--- src/rtl/easyaxi_rd_slv_pkg.sv ---
// Shared AXI widths, encodings and request types for the EASYAXI read slave.
package easyaxi_rd_slv_pkg;
  localparam int AXI_ID_W    = 4;
  localparam int AXI_ADDR_W  = 32;
  localparam int AXI_DATA_W  = 32;
  localparam int AXI_LEN_W   = 8;
  localparam int AXI_SIZE_W  = 3;
  localparam int AXI_BURST_W = 2;
  localparam int AXI_RESP_W  = 2;

  localparam logic [AXI_BURST_W-1:0] AXI_BURST_FIXED = 2'b00;
  localparam logic [AXI_BURST_W-1:0] AXI_BURST_INCR  = 2'b01;
  localparam logic [AXI_BURST_W-1:0] AXI_BURST_WRAP  = 2'b10;
  localparam logic [AXI_BURST_W-1:0] AXI_BURST_RSVD  = 2'b11;

  localparam logic [AXI_SIZE_W-1:0] AXI_SIZE_1B = 3'd0;
  localparam logic [AXI_SIZE_W-1:0] AXI_SIZE_2B = 3'd1;
  localparam logic [AXI_SIZE_W-1:0] AXI_SIZE_4B = 3'd2;
  localparam logic [AXI_SIZE_W-1:0] AXI_SIZE_8B = 3'd3;

  localparam logic [AXI_RESP_W-1:0] AXI_RESP_OKAY   = 2'b00;
  localparam logic [AXI_RESP_W-1:0] AXI_RESP_SLVERR = 2'b10;
  localparam logic [AXI_RESP_W-1:0] AXI_RESP_DECERR = 2'b11;

  // widest beat the data bus can carry, as an arsize value
  localparam int AXI_MAX_SIZE = $clog2(AXI_DATA_W / 8);

  typedef enum logic [1:0] {ST_IDLE, ST_WAIT, ST_DATA} rd_state_e;

  typedef struct packed {
    logic [AXI_ID_W-1:0]    id;
    logic [AXI_ADDR_W-1:0]  addr;
    logic [AXI_LEN_W-1:0]   len;
    logic [AXI_SIZE_W-1:0]  size;
    logic [AXI_BURST_W-1:0] burst;
  } ar_req_t;
endpackage

--- src/rtl/easyaxi_rd_if.sv ---
// AR/R channel bundle between the EASYAXI read master and slave.
interface easyaxi_rd_if;
  import easyaxi_rd_slv_pkg::*;

  logic                   axi_slv_arvalid;
  logic                   axi_slv_arready;
  logic [AXI_ID_W-1:0]    axi_slv_arid;
  logic [AXI_ADDR_W-1:0]  axi_slv_araddr;
  logic [AXI_LEN_W-1:0]   axi_slv_arlen;
  logic [AXI_SIZE_W-1:0]  axi_slv_arsize;
  logic [AXI_BURST_W-1:0] axi_slv_arburst;
  logic                   axi_slv_rvalid;
  logic                   axi_slv_rready;
  logic [AXI_ID_W-1:0]    axi_slv_rid;
  logic [AXI_DATA_W-1:0]  axi_slv_rdata;
  logic [AXI_RESP_W-1:0]  axi_slv_rresp;
  logic                   axi_slv_rlast;

  modport slv (
    input  axi_slv_arvalid, axi_slv_arid, axi_slv_araddr, axi_slv_arlen,
           axi_slv_arsize, axi_slv_arburst, axi_slv_rready,
    output axi_slv_arready, axi_slv_rvalid, axi_slv_rid, axi_slv_rdata,
           axi_slv_rresp, axi_slv_rlast
  );

  modport mst (
    output axi_slv_arvalid, axi_slv_arid, axi_slv_araddr, axi_slv_arlen,
           axi_slv_arsize, axi_slv_arburst, axi_slv_rready,
    input  axi_slv_arready, axi_slv_rvalid, axi_slv_rid, axi_slv_rdata,
           axi_slv_rresp, axi_slv_rlast
  );
endinterface

--- src/rtl/easyaxi_burst_addr.sv ---
// Next beat address and burst legality for one AXI read burst descriptor.
module easyaxi_burst_addr
  import easyaxi_rd_slv_pkg::*;
(
  input  logic [AXI_ADDR_W-1:0]  addr,
  input  logic [AXI_LEN_W-1:0]   len,
  input  logic [AXI_SIZE_W-1:0]  size,
  input  logic [AXI_BURST_W-1:0] burst,
  output logic [AXI_ADDR_W-1:0]  next_addr,
  output logic                   slverr
);
  logic [AXI_ADDR_W-1:0] bytes, total, base;
  logic                  wrap_len_ok;

  always_comb begin
    bytes = AXI_ADDR_W'(1) << size;
    total = (AXI_ADDR_W'(len) + AXI_ADDR_W'(1)) << size;
    base  = addr & ~(total - AXI_ADDR_W'(1));
    case (burst)
      AXI_BURST_FIXED: next_addr = addr;
      AXI_BURST_INCR:  next_addr = (addr & ~(bytes - AXI_ADDR_W'(1))) + bytes;
      AXI_BURST_WRAP:  next_addr = base | ((addr + bytes) & (total - AXI_ADDR_W'(1)));
      default:         next_addr = addr;
    endcase
    wrap_len_ok = (len == AXI_LEN_W'(1)) || (len == AXI_LEN_W'(3)) ||
                  (len == AXI_LEN_W'(7)) || (len == AXI_LEN_W'(15));
    slverr = (burst == AXI_BURST_RSVD) ||
             ((burst == AXI_BURST_WRAP) && !wrap_len_ok) ||
             (size > AXI_SIZE_W'(AXI_MAX_SIZE));
  end
endmodule

--- src/rtl/easyaxi_rd_slv.sv ---
// AXI read slave: queues AR requests in order and replays each as an R burst
// whose data is the beat address, after a fixed first-beat latency.
module easyaxi_rd_slv
  import easyaxi_rd_slv_pkg::*;
#(
  parameter int                    OST_DEPTH  = 16,
  parameter int                    RD_LATENCY = 2,
  parameter logic [AXI_ADDR_W-1:0] ADDR_LIMIT = 'h100
) (
  input logic       clk,
  input logic       rst_n,
  easyaxi_rd_if.slv axi
);
  localparam int PW = $clog2(OST_DEPTH);
  localparam logic [3:0] LAT0 = 4'(RD_LATENCY);

  // ---------------- AR queue ----------------
  logic [PW:0] set_ptr, clr_ptr;
  logic        full, empty, push, pop;
  ar_req_t     mem [OST_DEPTH];
  ar_req_t     head, push_req;
  rd_state_e   state;

  assign full  = (set_ptr[PW] != clr_ptr[PW]) && (set_ptr[PW-1:0] == clr_ptr[PW-1:0]);
  assign empty = (set_ptr == clr_ptr);
  assign axi.axi_slv_arready = ~full;
  assign push = axi.axi_slv_arvalid & ~full;
  assign pop  = (state == ST_IDLE) & ~empty;
  assign head = mem[clr_ptr[PW-1:0]];

  assign push_req = '{id:    axi.axi_slv_arid,
                      addr:  axi.axi_slv_araddr,
                      len:   axi.axi_slv_arlen,
                      size:  axi.axi_slv_arsize,
                      burst: axi.axi_slv_arburst};

  always_ff @(posedge clk) begin
    if (push) mem[set_ptr[PW-1:0]] <= push_req;
  end

  always_ff @(posedge clk or negedge rst_n) begin
    if (!rst_n) begin
      set_ptr <= '0;
      clr_ptr <= '0;
    end else begin
      if (push) set_ptr <= set_ptr + 1'b1;
      if (pop)  clr_ptr <= clr_ptr + 1'b1;
    end
  end

  // ---------------- burst engine ----------------
  ar_req_t               w_req, cur;
  logic                  w_slverr, slverr;
  logic [AXI_LEN_W-1:0]  beat_cnt;
  logic [3:0]            lat_cnt;
  logic [AXI_ADDR_W-1:0] next_addr;
  logic                  rvalid, rlast;
  logic [AXI_ID_W-1:0]   rid;
  logic [AXI_DATA_W-1:0] rdata;
  logic [AXI_RESP_W-1:0] rresp;

  // while idle the checker looks at the queue head so a zero-latency pop
  // can present beat 0 with its response already resolved
  assign cur = (state == ST_IDLE) ? head : w_req;

  easyaxi_burst_addr u_addr (
    .addr      (cur.addr),
    .len       (cur.len),
    .size      (cur.size),
    .burst     (cur.burst),
    .next_addr (next_addr),
    .slverr    (slverr)
  );

  function automatic logic [AXI_RESP_W-1:0] beat_resp(input logic [AXI_ADDR_W-1:0] a,
                                                      input logic se);
    if (se)                   return AXI_RESP_SLVERR;
    else if (a >= ADDR_LIMIT) return AXI_RESP_DECERR;
    else                      return AXI_RESP_OKAY;
  endfunction

  function automatic logic [AXI_DATA_W-1:0] beat_data(input logic [AXI_ADDR_W-1:0] a,
                                                      input logic se);
    return (se || (a >= ADDR_LIMIT)) ? '0 : AXI_DATA_W'(a);
  endfunction

  always_ff @(posedge clk or negedge rst_n) begin
    if (!rst_n) begin
      state    <= ST_IDLE;
      w_req    <= '0;
      w_slverr <= 1'b0;
      beat_cnt <= '0;
      lat_cnt  <= '0;
      rvalid   <= 1'b0;
      rid      <= '0;
      rdata    <= '0;
      rresp    <= '0;
      rlast    <= 1'b0;
    end else begin
      case (state)
        ST_IDLE: begin
          if (!empty) begin
            w_req    <= head;
            w_slverr <= slverr;
            beat_cnt <= '0;
            lat_cnt  <= LAT0;
            if (RD_LATENCY == 0) begin
              state  <= ST_DATA;
              rvalid <= 1'b1;
              rid    <= head.id;
              rdata  <= beat_data(head.addr, slverr);
              rresp  <= beat_resp(head.addr, slverr);
              rlast  <= (head.len == '0);
            end else begin
              state <= ST_WAIT;
            end
          end
        end
        ST_WAIT: begin
          lat_cnt <= lat_cnt - 4'd1;
          if (lat_cnt == 4'd1) begin
            state  <= ST_DATA;
            rvalid <= 1'b1;
            rid    <= w_req.id;
            rdata  <= beat_data(w_req.addr, w_slverr);
            rresp  <= beat_resp(w_req.addr, w_slverr);
            rlast  <= (w_req.len == '0);
          end
        end
        ST_DATA: begin
          if (axi.axi_slv_rready) begin
            if (rlast) begin
              state  <= ST_IDLE;
              rvalid <= 1'b0;
              rlast  <= 1'b0;
            end else begin
              w_req.addr <= next_addr;
              beat_cnt   <= beat_cnt + 1'b1;
              rdata      <= beat_data(next_addr, w_slverr);
              rresp      <= beat_resp(next_addr, w_slverr);
              rlast      <= ((beat_cnt + 1'b1) == w_req.len);
            end
          end
        end
        default: state <= ST_IDLE;
      endcase
    end
  end

  assign axi.axi_slv_rvalid = rvalid;
  assign axi.axi_slv_rid    = rid;
  assign axi.axi_slv_rdata  = rdata;
  assign axi.axi_slv_rresp  = rresp;
  assign axi.axi_slv_rlast  = rlast;
endmodule
--- src/flat_wrapper.sv ---
// flat-port wrapper written by rule: the top's interface ports become plain ports
module easyaxi_rd_slv_flat import easyaxi_rd_slv_pkg::*;
#(
  parameter int                    OST_DEPTH  = 16,
  parameter int                    RD_LATENCY = 2,
  parameter logic [AXI_ADDR_W-1:0] ADDR_LIMIT = 'h100
)
  (clk, rst_n, axi_axi_slv_arvalid, axi_axi_slv_arid, axi_axi_slv_araddr, axi_axi_slv_arlen, axi_axi_slv_arsize, axi_axi_slv_arburst, axi_axi_slv_rready, axi_axi_slv_arready, axi_axi_slv_rvalid, axi_axi_slv_rid, axi_axi_slv_rdata, axi_axi_slv_rresp, axi_axi_slv_rlast);
  easyaxi_rd_if axi_i ();
  input logic clk;
  input logic rst_n;
  input wire logic [$bits(axi_i.axi_slv_arvalid)-1:0] axi_axi_slv_arvalid;
  input wire logic [$bits(axi_i.axi_slv_arid)-1:0] axi_axi_slv_arid;
  input wire logic [$bits(axi_i.axi_slv_araddr)-1:0] axi_axi_slv_araddr;
  input wire logic [$bits(axi_i.axi_slv_arlen)-1:0] axi_axi_slv_arlen;
  input wire logic [$bits(axi_i.axi_slv_arsize)-1:0] axi_axi_slv_arsize;
  input wire logic [$bits(axi_i.axi_slv_arburst)-1:0] axi_axi_slv_arburst;
  input wire logic [$bits(axi_i.axi_slv_rready)-1:0] axi_axi_slv_rready;
  output wire logic [$bits(axi_i.axi_slv_arready)-1:0] axi_axi_slv_arready;
  output wire logic [$bits(axi_i.axi_slv_rvalid)-1:0] axi_axi_slv_rvalid;
  output wire logic [$bits(axi_i.axi_slv_rid)-1:0] axi_axi_slv_rid;
  output wire logic [$bits(axi_i.axi_slv_rdata)-1:0] axi_axi_slv_rdata;
  output wire logic [$bits(axi_i.axi_slv_rresp)-1:0] axi_axi_slv_rresp;
  output wire logic [$bits(axi_i.axi_slv_rlast)-1:0] axi_axi_slv_rlast;
  assign axi_i.axi_slv_arvalid = axi_axi_slv_arvalid;
  assign axi_i.axi_slv_arid = axi_axi_slv_arid;
  assign axi_i.axi_slv_araddr = axi_axi_slv_araddr;
  assign axi_i.axi_slv_arlen = axi_axi_slv_arlen;
  assign axi_i.axi_slv_arsize = axi_axi_slv_arsize;
  assign axi_i.axi_slv_arburst = axi_axi_slv_arburst;
  assign axi_i.axi_slv_rready = axi_axi_slv_rready;
  assign axi_axi_slv_arready = axi_i.axi_slv_arready;
  assign axi_axi_slv_rvalid = axi_i.axi_slv_rvalid;
  assign axi_axi_slv_rid = axi_i.axi_slv_rid;
  assign axi_axi_slv_rdata = axi_i.axi_slv_rdata;
  assign axi_axi_slv_rresp = axi_i.axi_slv_rresp;
  assign axi_axi_slv_rlast = axi_i.axi_slv_rlast;
  easyaxi_rd_slv #(.OST_DEPTH(OST_DEPTH), .RD_LATENCY(RD_LATENCY), .ADDR_LIMIT(ADDR_LIMIT)) u_core (.clk(clk), .rst_n(rst_n), .axi(axi_i));
endmodule
--- config.mk ---
export PLATFORM = sky130hd
export DESIGN_NAME = easyaxi_rd_slv_flat
export DESIGN_NICKNAME = d
export VERILOG_FILES = /design/src/rtl/easyaxi_rd_slv_pkg.sv /design/src/rtl/easyaxi_rd_if.sv /design/src/rtl/easyaxi_burst_addr.sv /design/src/rtl/easyaxi_rd_slv.sv /design/src/flat_wrapper.sv
export SDC_FILE = /design/constraint.sdc
export NUM_CORES = 1
export LEC_CHECK = 0
export BUFFER_PORTS_ARGS = -buffer_cell sky130_fd_sc_hd__buf_4
export CAP_MARGIN = 0
export CORE_ASPECT_RATIO = 0.9
export CORE_MARGIN = 5
export CORE_UTILIZATION = 40
export DETAILED_ROUTE_END_ITERATION = 6
export PLACE_DENSITY = 0.62
export SYNTH_ARGS = -nofsm -noshare
export SYNTH_HDL_FRONTEND = slang
export SYNTH_SLANG_ARGS = --single-unit
export TNS_END_PERCENT = 10
--- constraint.sdc ---
create_clock -name clk -period 12.6 [get_ports clk]
set_input_delay 2.52 -clock clk [delete_from_list [all_inputs] [get_ports clk]]
set_output_delay 2.52 -clock clk [all_outputs]
set_load 0.01 [all_outputs]
# Yosys cells after proc, flatten, opt, wreduce, memory -nomap -nowiden
# Memories as Yosys holds them, arrays and structs flattened.
# Index checks and enable logic that the tools add are counted.
[totals]
regBits = 114
mem_bits_rw = 784
output_inout_bits = 41
elab_cells = 124
memories = 1
[mem_list]
columns = ["name", "depth", "word_bits", "rd", "rd_clocked_by_memory_dff", "write_ports", "line_no", "text"]
rows = [
  ["u_core.mem", 16, 49, 1, 0, 1, "easyaxi_rd_slv.sv:20", "ar_req_t mem [OST_DEPTH];"],
]
[op_classes]
add_sub_neg = 9
order_cmp = 3
n_eq_ne = 19
shift = 2
n_mux = 41
bitwise_logic = 10
n_reduce_logical = 23
[ops]
columns = ["cell", "count"]
rows = [
  ["32-bit two-way mux", 7],
  ["32-bit case mux with 2 select lines", 3],
  ["32-bit AND", 3],
  ["45-bit two-way mux", 2],
  ["32-bit adder", 2],
  ["32-bit by 9-bit >= comparator with 1-bit output (second input constant)", 2],
  ["32-bit inverter", 2],
  ["32-bit by 1-bit subtractor with 32-bit output (second input constant)", 2],
  ["32-bit OR", 1],
  ["1-bit by 3-bit left shift with 32-bit output (first input constant)", 1],
  ["9-bit by 3-bit left shift with 32-bit output", 1],
  ["8-bit two-way mux", 3],
  ["2-bit two-way mux", 11],
  ["8-bit case mux with 2 select lines", 1],
  ["4-bit AND reduction", 4],
  ["5-bit by 1-bit adder with 5-bit output (second input constant)", 2],
  ["8-bit by 1-bit adder with 9-bit output (second input constant)", 1],
  ["8-bit by 1-bit adder with 8-bit output (second input constant)", 1],
  ["8-bit by 1-bit equality test with 1-bit output (second input constant)", 1],
  ["8-bit by 2-bit equality test with 1-bit output (second input constant)", 1],
  ["8-bit by 3-bit equality test with 1-bit output (second input constant)", 1],
  ["8-bit by 4-bit equality test with 1-bit output (second input constant)", 1],
  ["8-bit equality test", 1],
  ["8-bit logical NOT", 1],
  ["other kinds (25)", 52],
]

# Longest topological paths before layout
# Gate-level depths: netlist of the first run.
[logic_depth]
depth_word = 15
mapped_depth = 34
depth_no_buf = 27

# Hierarchy
# Synthesis of the first run repeated with hierarchy kept, for this count alone.
[hier_totals]
hier_cells = 2398
area_unflattened_um2 = 38360.5
[modules_own_cells]
columns = ["module", "n_inst", "cells_per_inst", "area_per_inst_um2"]
rows = [
  ["easyaxi_rd_slv", 1, 1830, 34857.2],
  ["easyaxi_burst_addr", 1, 568, 3503.4],
]

# Worst setup path before layout of the first run
# Ideal clock, no wire load.
[synth_timing]
kind = "register to register"
startpoint = "register u_core.clr_ptr[0]"
endpoint = "register u_core.rresp[0] (netlist: u_core.axi.axi_slv_rresp[0])"
arrival_ns = 7.456
required_time_ns = 12.479
slack_ns = 5.023
stages_incl_launch_ff = 33
cell_sequence = "dfrtp_1 > buf_4 > buf_8 > buf_6 > buf_8 > buf_6 > buf_6 > buf_6 > buf_6 > buf_4 > buf_4 > buf_1 > mux4_2 > mux4_2 > mux2i_1 > a21oi_1 > ha_1 > a21o_1 > a21o_1 > a21o_1 > a41oi_1 > a311oi_2 > nand2_1 > nor4_1 > nand4_1 > nor3_1 > mux2i_1 > o21ai_0 > a311oi_1 > nand4_1 > nor4_2 > nand4_2 > a22o_1"
[synth_via]
elab_chain_len = 15
[synth_lines]
columns = ["item", "line_no", "text"]
rows = [
  ["start: declaration", "easyaxi_rd_slv.sv:18", "logic [PW:0] set_ptr, clr_ptr;"],
  ["start signal: assignment", "easyaxi_rd_slv.sv:47", "if (pop) clr_ptr <= clr_ptr + 1'b1;"],
  ["memory 16 x 49 bit *", "-", ""],
  ["45-bit two-way mux *", "easyaxi_rd_slv.sv:64", "assign cur = (state == ST_IDLE) ? head : w_req;"],
  ["8-bit by 1-bit adder with 9-bit output", "easyaxi_burst_addr.sv:17", "total = (AXI_ADDR_W'(len) + AXI_ADDR_W'(1)) << size;"],
  ["9-bit by 3-bit left shift with 32-bit output", "easyaxi_burst_addr.sv:17", ""],
  ["32-bit by 1-bit subtractor with 32-bit output", "easyaxi_burst_addr.sv:18, easyaxi_burst_addr.sv:22", ""],
  ["32-bit inverter", "easyaxi_burst_addr.sv:18", "base = addr & ~(total - AXI_ADDR_W'(1));"],
  ["32-bit AND", "easyaxi_burst_addr.sv:18", ""],
  ["32-bit OR", "easyaxi_burst_addr.sv:22", "AXI_BURST_WRAP: next_addr = base | ((addr + bytes) & (total - AXI_ADDR_W'(1)));"],
  ["32-bit case mux with 2 select lines *", "easyaxi_burst_addr.sv:19", "case (burst)"],
  ["32-bit by 9-bit >= comparator with 1-bit output *", "easyaxi_rd_slv.sv:78", "else if (a >= ADDR_LIMIT) return AXI_RESP_DECERR;"],
  ["2-bit two-way mux *", "easyaxi_rd_slv.sv:78", ""],
  ["2-bit two-way mux *", "easyaxi_rd_slv.sv:77", "if (se) return AXI_RESP_SLVERR;"],
  ["2-bit two-way mux *", "easyaxi_rd_slv.sv:132", "if (rlast) begin"],
  ["2-bit two-way mux *", "easyaxi_rd_slv.sv:131", "if (axi.axi_slv_rready) begin"],
  ["2-bit case mux with 2 select lines *", "easyaxi_rd_slv.sv:100", "case (state)"],
  ["end signal: assignment", "easyaxi_rd_slv.sv:112", "rresp <= beat_resp(head.addr, slverr);"],
  ["end signal: assignment", "easyaxi_rd_slv.sv:126", "rresp <= beat_resp(w_req.addr, w_slverr);"],
  ["end signal: assignment", "easyaxi_rd_slv.sv:140", "rresp <= beat_resp(next_addr, w_slverr);"],
  ["end: declaration", "easyaxi_rd_slv.sv:60", "logic [AXI_RESP_W-1:0] rresp;"],
]
# Every way passes the cells marked *; elsewhere a longest branch is shown, timed or not. The select of a mux whose other input is x is not followed.
# A chain may end at the register's enable or synchronous reset.

# Worst setup path after layout of the first run
[layout_timing]
startpoint = "register u_core.clr_ptr[2]"
endpoint = "register u_core.rdata[2] (netlist: u_core.axi.axi_slv_rdata[2])"
[layout_via]
elab_chain_len = 15
[layout_lines]
columns = ["item", "line_no", "text"]
rows = [
  ["memory 16 x 49 bit *", "-", ""],
  ["45-bit two-way mux *", "easyaxi_rd_slv.sv:64", ""],
  ["8-bit by 1-bit adder with 9-bit output", "easyaxi_burst_addr.sv:17", ""],
  ["9-bit by 3-bit left shift with 32-bit output", "easyaxi_burst_addr.sv:17", ""],
  ["32-bit by 1-bit subtractor with 32-bit output", "easyaxi_burst_addr.sv:18, easyaxi_burst_addr.sv:22", ""],
  ["32-bit inverter", "easyaxi_burst_addr.sv:18", ""],
  ["32-bit AND", "easyaxi_burst_addr.sv:18", ""],
  ["32-bit OR", "easyaxi_burst_addr.sv:22", ""],
  ["32-bit case mux with 2 select lines *", "easyaxi_burst_addr.sv:19", ""],
  ["32-bit by 9-bit >= comparator with 1-bit output", "easyaxi_rd_slv.sv:84", "return (se || (a >= ADDR_LIMIT)) ? '0 : AXI_DATA_W'(a);"],
  ["1-bit logical OR", "easyaxi_rd_slv.sv:84", ""],
  ["32-bit two-way mux *", "easyaxi_rd_slv.sv:84", ""],
  ["32-bit two-way mux *", "easyaxi_rd_slv.sv:132", ""],
  ["32-bit two-way mux *", "easyaxi_rd_slv.sv:131", ""],
  ["32-bit case mux with 2 select lines *", "easyaxi_rd_slv.sv:100", ""],
  ["end signal: assignment", "easyaxi_rd_slv.sv:111", "rdata <= beat_data(head.addr, slverr);"],
  ["end signal: assignment", "easyaxi_rd_slv.sv:125", "rdata <= beat_data(w_req.addr, w_slverr);"],
  ["end signal: assignment", "easyaxi_rd_slv.sv:139", "rdata <= beat_data(next_addr, w_slverr);"],
  ["end: declaration", "easyaxi_rd_slv.sv:59", "logic [AXI_DATA_W-1:0] rdata;"],
]
# Marks and branches as above.

==> flow_summary.json, run 1 <==
{
  "post_cts_buffers": 0,
  "worst_pin_slew_ns": 1.427,
  "min_path_cells": 2,
  "floorplan.die_area_um2": 107000,
  "path_depth": 29,
  "cts-resized-gates": 0,
  "synth_area_leaders": "edfxtp_1 (59%), mux4_2 (10%), dfrtp_1 (7.1%), mux2i_1 (2.8%), nand2_1 (2.1%)",
  "power.density_nw_per_um2": 256.8,
  "clkTransAtPathRegs_ns": 0.06,
  "required_ns": 13.14,
  "fin_setup_tns_ns": 0,
  "synth_top_cell_area_share": 0.5855,
  "avgViaCountPerCell": 5.841,
  "crit_type": "flop to flop",
  "htree_levels": 3,
  "wl_per_cell_um": 26.78,
  "synth_edf_count": 784,
  "cts_root_buf": "clkbuf_16",
  "drt_first_iter_violations": 2265,
  "synth_ff_type": "edfxtp_1",
  "critPathMostFrequentCell": "a21o_1",
  "r2r_slack_ns": 3.61,
  "chipWidth_um": 344.2,
  "ant_nets": 0,
  "peakVddDrop_mv": 0.1624,
  "nFillCells": 8676,
  "holdPathEnd": "u_core.w_req[46]$_DFFE_PN0P_",
  "start_util": 0.4024,
  "clock_latency_ns": 0.67,
  "synthesis.area_um2": 40210,
  "layout_commonest_cell": "edfxtp_1",
  "hpwl_um": 65350,
  "track_usage": 0.2004,
  "slowest_stage": "dfrtp_4",
  "slowest_delay_ns": 0.81,
  "clock_sinks": 898,
  "drv_slew": 0,
  "setup_viol": 0,
  "drive_gt1_frac": 0.2059,
  "slew_headroom": 0.03860,
  "synth_warnings": 0,
  "fin_util": 0.4528,
  "clock_path_buffers": 3,
  "grt_pass1_vias": 23891,
  "rr_endpoint": "u_core.axi.axi_slv_rdata[2]$_DFFE_PN0P_",
  "rr_worst_depth": 29,
  "synth_top_area_cell": "edfxtp_1",
  "cts_tree": "built",
  "max_freq_ghz": 0.1113,
  "syn_inst": 2571,
  "hold_viol": 0,
  "numCtsBuffers": 93,
  "drt-total-wl_um": 109300,
  "antenna_found_initial": 7,
  "die_y_um": 310.8,
  "synth-seq-area-share": 0.6564,
  "layout_common_cells": "edfxtp_1 (784), nand2_1 (220), mux4_2 (180), buf_4 (129), nor2_1 (128)",
  "p_leak_nw": 15.49,
  "first_pass_iters": 6,
  "syn_area_per_cell_um2": 15.64,
  "fin_nets": 2745,
  "synth_cell_types": 110,
  "crit_path_end_kind": "flop",
  "cp.arrival_ns": 9.52,
  "overflow": 0,
  "syn-num-nets": 2657,
  "io_pins": 94,
  "min_path_type": "flop to flop",
  "fin_crit_ns": 8.986,
  "crit_family": "simple AND/OR/NAND/NOR gates",
  "outcome": "complete, no violations",
  "critPathLaunchType": "flop",
  "critPathMaxFanout": 51,
  "fin_crit_sh": 0.7132,
  "grt_first_pass_wirelength_um": 160500,
  "worstHoldStart": "u_core.w_req[46]$_DFFE_PN0P_",
  "postCtsHoldBufs": 0,
  "rows": 110,
  "core_area_um2": 99920,
  "port_buffers": 93,
  "drc": 0,
  "grt_start_max_net_pins": 72,
  "synthArstFlopShare": 0.1269,
  "cap_viol_max_count": 0,
  "synthToLayoutAreaGrowth_pct": 12.51,
  "rsz0062_at_grt": "no",
  "skew_ns": 0.03410,
  "path_buf_inv": 2,
  "place_congestion": 0.9397,
  "r2r-start": "u_core.clr_ptr[2]$_DFFE_PN0P_",
  "ys_seq_elements": 898,
  "vias": 23830
}
flip-flops by register name (all words and copies together) (netlist names):
signal                     count
u_core.axi.axi_slv_rresp       2
u_core.w_slverr                1
u_core.state                   2
u_core.set_ptr                 5
u_core.axi.axi_slv_rlast       1
u_core.w_req                  49
u_core.lat_cnt                 4
u_core.axi.axi_slv_rid         4
u_core.axi.axi_slv_rvalid      1
u_core.clr_ptr                 5
u_core.mem                   784
u_core.axi.axi_slv_rdata      32
u_core.beat_cnt                8
layer usage:
metal / GRT usage / routed length [µm] / vias to the layer above
met3: 0.04817 / 8664 / 168
li1: - / - / 10418
met4: 0.04623 / 2429 / 8
met2: 0.3074 / 49900 / 856
met5: 0 / 42 / -
met1: 0.2921 / 48220 / 12380
cells by family (layout without fill, tap and decap cells):
group,count (synthesis),count (layout),share of synthesized area
flip-flops,898,898,0.6564
adder cells (fa/ha/maj),33,33,0.01064
buffers and inverters,168,332,0.02274
AO/OA/AOI/OAI,430,430,0.07639
multiplexers,339,339,0.1424
XOR/XNOR,49,49,0.01086
AND/OR/NAND/NOR,654,654,0.08062
other,0,1,0
synth_stat cells (all sizes together), types with 8 or more instances:
cell and number:
edfxtp 784, nand2 220, mux4 181, nor2 132, dfrtp 114, mux2i 114, o21ai 93, a21oi 80
clkbuf 69, buf 68, and3 44, mux2 44, nand3 44, and2 40, nor3 39, a22oi 34
ha 31, inv 30, xnor2 27, nand4 26, o22ai 26, nor4 25, xor2 22, o31ai 21
a31oi 20, nand2b 18, nor2b 16, a21o 13, or2 13, o21a 12, a211oi 11, a22o 11
o221ai 9, or3 9, nor3b 8, o22a 8
report_power, final:
part	switching, mW	leakage, nW	internal [mW]
logic	3.19	5.47	1.79
registers	0.244	8.53	3.62
clock network	1.16	1.49	1.61
total	4.59	15.5	7.02
final cells by class:
class | instances | area [µm²] | area share
repair buffers | 130 | 979.7 | 0.02165
clock buffers | 110 | 2391 | 0.05285
well taps | 1344 | 1682 | 0.03717
multi-input cells | 1505 | 12960 | 0.2864
diodes | 1 | 2.502 | 0.00005531
inverters | 31 | 116.4 | 0.002572
clock inverters | 61 | 705.7 | 0.01560
flip-flops and latches | 898 | 26410 | 0.5837
worst max path at each step:
stage / slack (ns) / to / from
2_1_floorplan: 5.02 / u_core.axi.axi_slv_rresp[0]$_DFFE_PN0P_ / u_core.clr_ptr[0]$_DFFE_PN0P_
3_3_place_gp: 3.82 / u_core.axi.axi_slv_rresp[0]$_DFFE_PN0P_ / u_core.clr_ptr[1]$_DFFE_PN0P_
3_5_place_dp: 3.69 / u_core.axi.axi_slv_rdata[2]$_DFFE_PN0P_ / u_core.clr_ptr[1]$_DFFE_PN0P_
4_1_cts: 3.65 / u_core.axi.axi_slv_rdata[2]$_DFFE_PN0P_ / u_core.clr_ptr[1]$_DFFE_PN0P_
5_1_grt: 3.05 / u_core.axi.axi_slv_rdata[7]$_DFFE_PN0P_ / u_core.clr_ptr[2]$_DFFE_PN0P_
6_report: 3.61 / u_core.axi.axi_slv_rdata[2]$_DFFE_PN0P_ / u_core.clr_ptr[2]$_DFFE_PN0P_
worst reg2reg max path: cells and delay by family (launching register included):
kind                       cells  cell delay, ns
AOI/OAI and AO/OA             11            2.29
adders and majority gates      2            0.77
buffers and inverters          2            0.91
DFF                            1            0.81
muxes                          1            0.23
and+or+nand+nor               13            3.89
through the flow:
step	hold slack (ns)	instances	worst slack (ns)	total power, mW	cell area (µm²)
finish	0.4679	4080	3.614	11.62	45240
global route	0.5023	4079	3.051	12.19	45240
CTS	0.4757	4079	3.653	11.61	45240
detailed placement	0.4607	3908	3.686	8.819	42140
global placement	0.4585	3908	3.822	8.780	42140
floorplan	0.4418	2571	5.023	7.305	40210
Power figures use the tool's default switching activity.
==> run 2: changes to the inputs <==
PLACE_DENSITY = 0.64   (was 0.62)
clock period = 7.73 ns   (was 12.6 ns; I/O delays follow)
==> run 2 against run 1 <==
Net effect:
- the flow now finishes with violations (design-rule violations)
- count of clock-buffer cells in the layout up 26
- final cell count is 1.3% higher
- highest routed layer unchanged
- global-route usage about the same
- sequential cell count is the same
- total power grew 65%
- largest cell class unchanged
- wire length about the same
- critical endpoint is now u_core.axi.axi_slv_rdata[7]$_DFFE_PN0P_
- register-to-register slack worse by 3.2 ns
- hold slack better by 0.0060 ns
==> flow_summary.json, run 2 (synthesis gave the netlist of run 1 again) <==
{
  "outcome": "complete, but fails checks",
  "violations": "design-rule violations",
  "p_int_mw": 11.59,
  "chipWidth_um": 344.2,
  "slowest_stage": "dfrtp_4",
  "avgViaCountPerCell": 5.856,
  "hpwl_um": 66390,
  "vias": 24197,
  "overflow": 0,
  "core_area_um2": 99920,
  "postCtsHoldBufs": 0,
  "setup_viol": 0,
  "fin_nets": 2790,
  "seq_power_share": 0.326,
  "fin_crit_ns": 7.279,
  "clkTransAtPathRegs_ns": 0.06,
  "grt_start_max_net_pins": 74,
  "floorplan.die_area_um2": 107000,
  "clock_sinks": 898,
  "crit_path_end_kind": "flop",
  "drt-total-wl_um": 109300,
  "fin_setup_tns_ns": 0,
  "nFillCells": 8637,
  "cts_tree": "built",
  "cp.arrival_ns": 7.83,
  "cap_viol_max_count": 0,
  "numCtsBuffers": 92,
  "worst_pin_slew_ns": 1.184,
  "min_path_type": "flop to flop",
  "place_congestion": 0.9268,
  "io_pins": 94,
  "max_freq_ghz": 0.1374,
  "switching_power_mw": 7.583,
  "clock_path_buffers": 3,
  "slew_headroom": 0.2078,
  "grt_pass1_vias": 23944,
  "synthToLayoutAreaGrowth_pct": 13.60,
  "dpl_cell_area_um2": 42520,
  "wl_per_cell_um": 26.45,
  "drv_slew": 0,
  "grt_first_pass_wirelength_um": 161500,
  "antenna_found_initial": 9,
  "start_util": 0.4024,
  "seq_area_um2": 26410,
  "ant_nets": 0,
  "crit_type": "flop to flop",
  "clock_latency_ns": 0.67,
  "rows": 110,
  "layout_common_cells": "edfxtp_1 (784), nand2_1 (220), mux4_2 (180), buf_4 (169), nor2_1 (127)",
  "sw_frac_of_total": 0.3955,
  "peakVddDrop_mv": 0.2721,
  "track_usage": 0.2004,
  "die_y_um": 310.8,
  "fin_crit_sh": 0.9417,
  "design_area_um2": 45680,
  "port_buffers": 93,
  "slowest_delay_ns": 0.70,
  "p_comb_frac": 0.443,
  "largest_reg_flops": 784,
  "layout_commonest_cell": "edfxtp_1",
  "rsz0062_at_grt": "no",
  "path_buf_inv": 2,
  "critPathMaxFanout": 29,
  "crit_family": "simple AND/OR/NAND/NOR gates",
  "htree_levels": 3,
  "hold_viol": 0,
  "drt_first_iter_violations": 2556,
  "first_pass_iters": 7,
  "critPathLaunchType": "flop",
  "multi_input_area_um2": 12970,
  "cts_root_buf": "clkbuf_16",
  "power.density_nw_per_um2": 419.7,
  "required_ns": 8.28,
  "drc": 7,
  "drive_gt1_frac": 0.2221,
  "clockPowerShare": 0.231,
  "p_leak_nw": 15.73,
  "skew_ns": 0.06616
}
-- run 2: power by group through the flow --
stage / Combinational [mW] / Clock, mW / Sequential [mW]
4_1_cts: 8.33 / 4.51 / 6.28
6_report: 8.49 / 4.43 / 6.25
3_5_place_dp: 8.29 / 0 / 6.38
3_3_place_gp: 8.26 / 0 / 6.34
5_1_grt: 9.06 / 4.72 / 6.30
2_1_floorplan: 5.73 / 0 / 6.17
-- run 2: worst paths after layout --
| kind | from | endpoint | slack, ns | cells past startpoint |
|---|---|---|---|---|
| worst max-delay path | u_core.clr_ptr[2]$_DFFE_PN0P_ | u_core.axi.axi_slv_rdata[7]$_DFFE_PN0P_ | 0.45 | 26 |
| worst min-delay path | u_core.axi.axi_slv_rvalid$_DFFE_PN0P_ | u_core.axi.axi_slv_rvalid$_DFFE_PN0P_ | 0.47 | 2 |
| worst max register to register | u_core.clr_ptr[2]$_DFFE_PN0P_ | u_core.axi.axi_slv_rdata[7]$_DFFE_PN0P_ | 0.45 | 26 |
| worst min register to register | u_core.axi.axi_slv_rvalid$_DFFE_PN0P_ | u_core.axi.axi_slv_rvalid$_DFFE_PN0P_ | 0.47 | 2 |
| max in group asynchronous | rst_n | u_core.w_req[15]$_DFFE_PN0P_ | 5.47 | 2 |
| min in group asynchronous | rst_n | u_core.set_ptr[1]$_DFFE_PN0P_ | 0.87 | 1 |
-- run 2: per-layer routing --
layer / share of wire / track usage
met5: 0.00048 / 0
met2: 0.46 / 0.3082
met1: 0.44 / 0.2971
met3: 0.075 / 0.03968
met4: 0.021 / 0.04632
-- run 2: worst reg2reg max path, cell delays in order, from the launching register on --
cell,delay (ns)
dfrtp_4,0.70
nor2b_1,0.53
a221o_1,0.29
nor2_1,0.09
or2_1,0.31
nor2_1,0.24
nand2_1,0.17
ha_1,0.36
o311a_1,0.41
ha_1,0.35
a21o_1,0.16
a21o_1,0.22
a41oi_1,0.08
a311oi_2,0.26
nand2_1,0.08
nor4_1,0.50
nand4_1,0.22
nor3_1,0.25
mux2i_1,0.22
o21ai_0,0.09
a311oi_1,0.25
buf_4,0.18
nand4_1,0.13
nor4_2,0.41
nand4_2,0.21
buf_4,0.26
o31ai_2,0.24
-- run 2: final cells by class --
class	count	share of cell area
diodes	5	0.0002739
clock buffers	136	0.05801
clock inverters	37	0.009394
inverters	31	0.002547
multi-input cells	1505	0.2839
flip-flops and latches	898	0.5781
well taps	1344	0.03681
repair buffers	176	0.03098
-- run 2: timing repair --
item,CTS,global route
setup endpoints to repair,0,10
resized for setup,0,3
hold endpoints to repair,0,0
buffers inserted,0,2
-- run 2: stage by stage --
stage / utilization / power [mW] / setup WS (ns) / std cells / hold WS [ns]
finish: 0.4572 / 19.17 / 0.4507 / 4132 / 0.4739
global route: 0.4571 / 20.08 / 0.05680 / 4127 / 0.5025
CTS: 0.4564 / 19.12 / 0.3128 / 4125 / 0.4775
detailed placement: 0.4256 / 14.67 / 0.3457 / 3952 / 0.4651
global placement: 0.4256 / 14.60 / 0.4703 / 3952 / 0.4581
floorplan: - / 11.91 / 0.1533 / 2571 / 0.4418
==> run 3: changes to the inputs <==
--- a/config.mk
+++ b/config.mk
@@ -12,5 +12,5 @@
 export CORE_UTILIZATION = 40
 export DETAILED_ROUTE_END_ITERATION = 6
-export PLACE_DENSITY = 0.64
+export PLACE_DENSITY_LB_ADDON = 0.1
 export SYNTH_ARGS = -nofsm -noshare
 export SYNTH_HDL_FRONTEND = slang
==> constraint.sdc (replaced) <==
create_clock -name clk -period 7.73 [get_ports clk]
set_input_delay 0 -clock clk [delete_from_list [all_inputs] [get_ports clk]]
set_output_delay 0 -clock clk [all_outputs]
set_load 0.01 [all_outputs]
==> run 3 against run 2 <==
Net effect:
- the flow now finishes without violations
- critical path depth decreased by 5
- largest cell class unchanged
- clock skew decreased by 0.027 ns
- worst setup slack got worse by 0.14 ns
- wire length increased by 7.5%
- critical path type unchanged
- clock power increased by 0.9%
- maximum frequency decreased by 1.8%
- global-route usage increased by 1.7 points
==> flow_summary.json, run 3 (synthesis gave the netlist of run 1 again) <==
{
  "outcome": "complete, no violations",
  "p_leak_nw": 16.11,
  "port_buffers": 93,
  "rsz0062_at_grt": "no",
  "fin_crit_ns": 7.415,
  "synthToLayoutAreaGrowth_pct": 15.27,
  "avgViaCountPerCell": 5.792,
  "power.density_nw_per_um2": 420.9,
  "largest_reg_flops": 784,
  "ant_nets": 0,
  "cts_root_buf": "clkbuf_16",
  "layout_common_cells": "edfxtp_1 (784), nand2_1 (220), buf_4 (196), mux4_2 (180), nor2_1 (128)",
  "drive_gt1_frac": 0.2245,
  "fin_crit_sh": 0.9592,
  "htree_levels": 3,
  "setup_ws_ns": 0.3153,
  "crit_type": "flop to flop",
  "fin_util": 0.4639,
  "fin_cells": 4216,
  "layout_commonest_cell": "edfxtp_1",
  "drt_first_iter_violations": 2281,
  "worstPathCellList": "buf_16 -> mux4_2 -> o22ai_1 -> a211oi_1 -> or2_2 -> ha_1 -> a21oi_1 -> nor2b_1 -> o21a_1 -> o21a_1 -> o31a_1 -> o21bai_1 -> or3_1 -> nor3_1 -> nand4_1 -> a311oi_1 -> nand4_1 -> nor4_2 -> nand4_2 -> buf_4 -> o21a_1",
  "clock_path_buffers": 3,
  "rr_endpoint": "u_core.axi.axi_slv_rresp[1]$_DFFE_PN0P_",
  "holdPathEnd": "u_core.state[1]$_DFFE_PN0P_",
  "max_freq_ghz": 0.1349,
  "hold_viol": 0,
  "grt_start_max_net_pins": 146,
  "peakVddDrop_mv": 0.2697,
  "skew_ns": 0.03925,
  "place_inst": 3978,
  "fin_setup_tns_ns": 0,
  "slowest_stage": "dfrtp_4",
  "multi_input_area_um2": 12950,
  "grt_first_pass_wirelength_um": 172600,
  "drv_slew": 0,
  "antenna_found_initial": 7,
  "crit_path_end_kind": "flop",
  "hpwl_um": 72910,
  "slowest_delay_ns": 0.64,
  "slew_headroom": 0.2591,
  "start_util": 0.4024,
  "required_ns": 8.24,
  "place_congestion": 0.8872,
  "drt-total-wl_um": 117500,
  "fin_nets": 2873,
  "rows": 110,
  "cts_tree": "built",
  "die_y_um": 310.8,
  "rr_worst_depth": 21,
  "preCtsSetupSlack_ns": 0.3419,
  "crit_family": "simple AND/OR/NAND/NOR gates",
  "cp.arrival_ns": 7.93,
  "setup_viol": 0,
  "min_path_cells": 5,
  "worst_pin_slew_ns": 1.111,
  "track_usage": 0.2178,
  "holdWs_ns": 0.1840,
  "r2r_slack_ns": 0.32,
  "grt_pass1_vias": 24842,
  "path_buf_inv": 2,
  "clock_latency_ns": 0.66,
  "io_pins": 94,
  "worstHoldStart": "axi_axi_slv_rready",
  "first_pass_iters": 6,
  "wl_per_cell_um": 27.87,
  "critPathMostFrequentCell": "o21a_1",
  "numCtsBuffers": 97,
  "nFillCells": 8782,
  "chipWidth_um": 344.2,
  "overflow": 0,
  "floorplan.die_area_um2": 107000,
  "cap_viol_max_count": 0,
  "seq_area_um2": 26410,
  "core_area_um2": 99920,
  "min_path_type": "primary input to flop",
  "clock_sinks": 898,
  "vias": 24419,
  "clkTransAtPathRegs_ns": 0.06,
  "drc": 0,
  "r2r-start": "u_core.clr_ptr[1]$_DFFE_PN0P_",
  "critPathLaunchType": "flop",
  "critPathMaxFanout": 145
}
[run 3: layer usage]
metal	share of wire	wire, µm	track usage	up-vias
li1	-	-	-	10666
met1	0.46	54360	0.3330	12757
met2	0.45	53280	0.3334	863
met3	0.067	7922	0.03645	129
met4	0.016	1906	0.03950	4
met5	0.00018	21	0	-
[run 3: stage by stage]
step	total power, mW	area (µm²)
floorplan	11.91	40210
global placement	15.05	42700
detailed placement	15.02	42700
CTS	19.56	46340
global route	20.49	46350
finish	19.51	46350
[run 3: worst max-delay path by stage]
| stage | from | to | slack (ns) | cells past startpoint |
|---|---|---|---|---|
| 2_1_floorplan | u_core.clr_ptr[0]$_DFFE_PN0P_ | u_core.axi.axi_slv_rresp[0]$_DFFE_PN0P_ | 0.15 | 32 |
| 3_3_place_gp | u_core.clr_ptr[1]$_DFFE_PN0P_ | u_core.axi.axi_slv_rresp[1]$_DFFE_PN0P_ | 0.36 | 21 |
| 3_5_place_dp | u_core.clr_ptr[1]$_DFFE_PN0P_ | u_core.axi.axi_slv_rdata[2]$_DFFE_PN0P_ | 0.34 | 21 |
| 4_1_cts | u_core.clr_ptr[1]$_DFFE_PN0P_ | u_core.axi.axi_slv_rdata[5]$_DFFE_PN0P_ | 0.29 | 21 |
| 5_1_grt | u_core.clr_ptr[1]$_DFFE_PN0P_ | u_core.axi.axi_slv_rdata[7]$_DFFE_PN0P_ | 0.002 | 21 |
| 6_report | u_core.clr_ptr[1]$_DFFE_PN0P_ | u_core.axi.axi_slv_rresp[1]$_DFFE_PN0P_ | 0.32 | 21 |
[run 3: layout make-up]
cell class,instances,share of cell area
repair buffers,254,0.04548
well taps,1344,0.03628
inverters,31,0.002510
clock inverters,56,0.01050
clock buffers,124,0.05585
flip-flops and latches,898,0.5697
multi-input cells,1505,0.2795
diodes,4,0.0002159
[run 3: repair_timing]
item,CTS,global route
buffers inserted,0,0
endpoints found under the hold margin,844,0
resized for setup,0,1
endpoints found under the setup margin,0,8
hold buffers,54,0
[run 3: power by group]
| group | switching (mW) | internal (mW) | leakage [nW] |
|---|---|---|---|
| Clock | 1.90 | 2.57 | 1.51 |
| Sequential | 0.382 | 5.90 | 8.53 |
| Combinational | 5.52 | 3.24 | 6.06 |
| Total | 7.80 | 11.7 | 16.1 |
[run 3: worst register-to-register path, delay by kind of cell, from the launching register on]
| kind | cells | cell delay, ns |
|---|---|---|
| buffers and inverters | 2 | 0.87 |
| DFF | 1 | 0.64 |
| muxes | 1 | 0.72 |
| and+or+nand+nor | 8 | 2.49 |
| adders and majority gates | 1 | 0.36 |
| AOI/OAI and AO/OA | 9 | 2.19 |
